File: config.mk
export PLATFORM = sky130hd
export DESIGN_NAME = stage_if
export DESIGN_NICKNAME = d
export VERILOG_FILES = /design/src/rtl/stage_if.sv
export SDC_FILE = /design/constraint.sdc
export NUM_CORES = 1
export LEC_CHECK = 0
export ABC_AREA = 1
export CAP_MARGIN = 20
export CELL_PAD_IN_SITES_DETAIL_PLACEMENT = 0
export CELL_PAD_IN_SITES_GLOBAL_PLACEMENT = 1
export CORE_ASPECT_RATIO = 0.6
export CORE_MARGIN = 1
export CORE_UTILIZATION = 34
export DETAILED_ROUTE_END_ITERATION = 7
export GPL_TIMING_DRIVEN = 0
export PLACE_DENSITY = 0.78
export SKIP_CTS_REPAIR_TIMING = 1
export SLEW_MARGIN = 0
export SYNTH_ARGS = -nofsm -noshare
export SYNTH_HDL_FRONTEND = slang
export SYNTH_SLANG_ARGS = --single-unit
File: constraint.sdc
create_clock -name Clock_in -period 5.3 [get_ports Clock_in]
set_clock_uncertainty 0.1 [all_clocks]
set_input_delay 0.53 -clock Clock_in [delete_from_list [all_inputs] [get_ports Clock_in]]
set_output_delay 0.53 -clock Clock_in [all_outputs]
set_load 0.005 [all_outputs]
File: src/rtl/stage_if.sv
// Instruction-fetch stage: owns the PC, drives the instruction-memory address and
// holds the IF/ID register, with stall hold, flush redirect and a halt instruction.
module stage_if #(
    parameter logic [31:0] RESET_PC  = 32'h0000_0000,
    parameter logic [31:0] PC_STEP   = 32'd1,
    parameter logic [31:0] NOP_WORD  = 32'h0000_0000,
    parameter logic [31:0] HALT_WORD = 32'hFFFF_FFFF
) (
    input  logic        Clock_in,
    input  logic        Reset_in,
    input  logic        Stall_in,
    input  logic        Flush_in,
    input  logic [31:0] Branch_target_in,
    output logic [31:0] MEM_INS_ADDR,
    input  logic [31:0] MEM_INS_DATA,
    output logic [31:0] MEM_INS_OUT,
    output logic [31:0] PC_NEXT_INS_OUT,
    output logic        IF_VALID_OUT,
    output logic        HALTED_OUT,
    output logic [31:0] FETCH_COUNT_OUT
);

    typedef enum logic [1:0] {StBoot, StRun, StHalt} state_t;

    state_t      r_state, w_state;
    logic [31:0] r_pc, w_pc;
    logic [31:0] r_ins, w_ins;
    logic [31:0] r_pc_next, w_pc_next;
    logic        r_valid, w_valid;
    logic [31:0] r_count, w_count;
    logic [31:0] w_pc_inc;

    assign w_pc_inc = r_pc + PC_STEP;

    always_comb begin
        w_state   = r_state;
        w_pc      = r_pc;
        w_ins     = r_ins;
        w_pc_next = r_pc_next;
        w_valid   = r_valid;
        w_count   = r_count;
        case (r_state)
            StBoot: w_state = StRun;
            StRun: begin
                // Flush outranks stall; PC_NEXT and count keep their last real values.
                if (Flush_in) begin
                    w_pc    = Branch_target_in;
                    w_ins   = NOP_WORD;
                    w_valid = 1'b0;
                end else if (!Stall_in) begin
                    w_ins     = MEM_INS_DATA;
                    w_pc_next = w_pc_inc;
                    w_valid   = 1'b1;
                    w_count   = r_count + 32'd1;
                    if (MEM_INS_DATA == HALT_WORD) begin
                        w_state = StHalt;
                    end else begin
                        w_pc = w_pc_inc;
                    end
                end
            end
            StHalt: begin
                // A flush here cancels a halt that was fetched down a mispredicted path.
                if (Flush_in) begin
                    w_pc    = Branch_target_in;
                    w_ins   = NOP_WORD;
                    w_valid = 1'b0;
                    w_state = StRun;
                end else if (!Stall_in) begin
                    w_ins   = NOP_WORD;
                    w_valid = 1'b0;
                end
            end
            default: w_state = StBoot;
        endcase
    end

    always_ff @(posedge Clock_in or posedge Reset_in) begin
        if (Reset_in) begin
            r_state   <= StBoot;
            r_pc      <= RESET_PC;
            r_ins     <= NOP_WORD;
            r_pc_next <= 32'd0;
            r_valid   <= 1'b0;
            r_count   <= 32'd0;
        end else begin
            r_state   <= w_state;
            r_pc      <= w_pc;
            r_ins     <= w_ins;
            r_pc_next <= w_pc_next;
            r_valid   <= w_valid;
            r_count   <= w_count;
        end
    end

    assign MEM_INS_ADDR    = r_pc;
    assign MEM_INS_OUT     = r_ins;
    assign PC_NEXT_INS_OUT = r_pc_next;
    assign IF_VALID_OUT    = r_valid;
    assign HALTED_OUT      = (r_state == StHalt);
    assign FETCH_COUNT_OUT = r_count;

endmodule

==> results.md <==
- Final setup violation count: 0
- Status: finished clean
- Clk sinks: 131
- Fmax: 0.437 GHz
- Final Util: about half
- Clock Latency Late Sink: between 0.4 and 0.5 ns
- RSZ-0062 raised after global routing: false
- GR Util All Layers: around a quarter
- Die Span Y: 113 um
- Critical path's slowest cell: clkdlybuf4s50_1
- CP cell instances: inv_2 -> nor2_2 -> clkdlybuf4s50_1
- Clock Root Buffer: clkbuf_16
- Grt peak-use layer: met1
- Vias per cell: 4.85
- Drt first-iter violations: 575
- Clk slew on worst S/H paths: 0.06 ns
- Cell Count, Final, Fillers Out: around 1,500
- Die Wd: 187 um
- Max_slew headroom: between 50 and 60%
- Synth warnings: 0
- First-pass GRT wire length: ~38 mm
- Buffer depth of the longest clock path: 2
- Crit path arrival time: between 1.5 and 2 ns
- TritonCTS Buffers: 17
- Layout cells sized above 1: about 6.4%
- Slew @ Worst Pin: approximately 0.6 ns
- Detailed Route WL: roughly 25 mm
- Number of I/O port buffers: 197
- GPL Wtd Cong: 0.932
- CP Class: flop to output port
- Vias in the first global route: 6,522
- Ports: between 150 and 200
- Seq/Total Area, Yosys: 46.7%
- Final period utilization: 43.2%
- Layout area overhead: 42.5%
- Multiplexer share of the synthesized area: 0%
- Site Rows: 40
- Critical path's top delay family: buffers and inverters
- Req. time, crit path: 4.67 ns
- Bufs and invs on worst path: 2
- Detailed-route via count: 7,041
- Dpl cells: 1,421
- Final Hold Fails: 0
- Antenna fix cells: 0
- Placed Area: around 9400 sq um
- Main combinational cell family by area after synthesis: simple AND/OR/NAND/NOR gates
- Flops & latches, synth: 131
- Synthesized cell area: around 7000 sq um
- Met1 Use GR: 39.6%
- Max-Cap Viols: 0
- Post-synthesis simple-gate area fraction: 36.1%
- Antenna violations before repair: 0
- Static leakage: 4.64 nW
- Xor and xnor area share after synthesis: under 10%
- CP Max Fanout: 3
- M2 GR Usage: between 20 and 30%
- Crit path launch type: flop
- Compound-Gate Fraction of Synth Area: slightly below 8%
- Initial Util: 34.9%
- Synth cell types: 34
- Mapped Avg Cell Area: between 7 and 8 sq um
- Adder-cell area share of the yosys netlist: less than 1%
- CP endpoint kind: output port
- Final Power: 4.97 mW
- Post-route ant nets: 0
- Die area: 21,200 sq um
- Syn Nets: 1,020
- DP Wirelength: 18.9 mm
- Cell area after layout: 10000 sq um
- PwrDens: 497 nW/um^2
- H-tree Lvls: 4
- Initial DRT Pass Iterations: 5
- Fin nets: 1,237
- Overflow after GRT: 0
- Largest net degree at the start of global routing: 74
- Cells after Synth: 950
- Met3 Track Usage GR: ~7%
- CTS tree: built
- Drc violations: 0
- HP Class: flop to flop
- CORE AREA: around 20,000 sq um
- Largest stage delay, worst path: 0.62 ns
- Final min period: 2.29 ns
- Final Max Tran Viols: 0
- Avg WL per Cell: about 17 um
- Peak VDD IR: 246 uV
[synthesized netlist by cell type]
master    count  area, sq um
nor2_2        4         25.0
nand3_4       1         17.5
o21ai_0      26          130
buf_4         4         30.0
xnor2_1       5         43.8
a31oi_1      15         93.8
inv_2         6         22.5
a21oi_1       1         5.00
nor3_1       14         70.1
buf_2        15         75.1
o31ai_1       1         7.51
a21oi_2       1         8.76
nor3_4        2         32.5
dfrtp_1     131         3280
o22ai_2       1         12.5
nand2_2       2         12.5
ha_1          2         25.0
and2_1        1         6.26
nor2_1       97          364
o21bai_1      2         15.0
buf_1         1         3.75
nand3_1      57          285
nand2_1     411         1540
nand3_2       1         10.0
inv_1        65          244
a22o_1       29          254
nand3b_1      9         67.6
xor2_1       21          184
clkbuf_1      8         30.0
a31o_2        1         8.76
nand4_1       9         56.3
o21ai_1       3         15.0
nor2_4        3         33.8
nor4_1        1         6.26
[stage by stage]
stage                     hold slack (ns)  worst slack [ns]  TNS, ns
after floorplan                     0.365              1.17        0
after global routing                0.399              2.89        0
after CTS                           0.382              3.01        0
after global placement              0.357             -1.00  -128.88
after detailed placement            0.368              2.59        0
final                               0.380              3.01        0
[worst paths after layout]
kind                                      from                  end  slack [ns]  depth (start not counted)
setup / recovery                    r_state[1]           HALTED_OUT        3.01                          3
hold / removal             PC_NEXT_INS_OUT[13]  PC_NEXT_INS_OUT[13]        0.38                          2
setup reg to reg              MEM_INS_ADDR[10]     MEM_INS_ADDR[14]        3.07                         10
hold reg to reg            PC_NEXT_INS_OUT[13]  PC_NEXT_INS_OUT[13]        0.38                          2
max in group asynchronous             Reset_in   PC_NEXT_INS_OUT[4]        3.87                          3
min in group asynchronous             Reset_in      MEM_INS_OUT[10]        0.45                          2
[cell type report]
type | instances | area (sq um)
fill | 1987 | 10100
multi-input combinational | 720 | 3330
sequential | 131 | 3280
timing repair buffer | 198 | 2000
clock buffer | 19 | 453
tap | 273 | 342
inverter | 71 | 272
clock inverter | 13 | 180
buffer | 28 | 139
[layer usage]
layer  up-vias  wire [um]
met3        22       2280
met1      3229      13500
li1       3471          -
met2       319       8830
met4         0        245
met5         -          0
[tightest hold or removal path, delay by kind of cell (launching register included)]
family        cells  cell delay [ns]
simple gates      2             0.11
flops             1             0.34
[cells by family after synthesis]
family          count (synthesis)
buf+inv                        99
flops                         131
simple gates                  612
xor+xnor                       26
compound gates                 80
fa+ha+maj                       2
[layout by cell type (no fill, tap or decap), types with 4 or more instances in the layout]
cell type / netlist / final
clkbuf_1: 8 / 8
nand3_1: 57 / 57
buf_4: 4 / 4
a22o_1: 29 / 29
clkbuf_16: 0 / 17
o21ai_0: 26 / 26
dfrtp_1: 131 / 131
buf_2: 15 / 15
inv_2: 6 / 6
inv_1: 65 / 64
a31oi_1: 15 / 15
xor2_1: 21 / 21
clkdlybuf4s50_1: 0 / 197
nand3b_1: 9 / 9
nor2_2: 4 / 4
clkinv_2: 0 / 4
bufinv_16: 0 / 4
xnor2_1: 5 / 5
nand4_1: 9 / 9
nor3_1: 14 / 14
nor2_1: 97 / 97
nand2_1: 411 / 411
[sequential cells by signal, summed over array words and instances, names as in the netlist]
name / count
r_state: 2
FETCH_COUNT_OUT: 32
MEM_INS_ADDR: 32
IF_VALID_OUT: 1
MEM_INS_OUT: 32
PC_NEXT_INS_OUT: 32
[power breakdown]
part           switching, mW  internal (mW)  total, mW
Clock                  0.470          0.811       1.28
Sequential             0.372           1.34       1.71
Combinational          0.999          0.979       1.98
(Power assumes the default switching activity.)
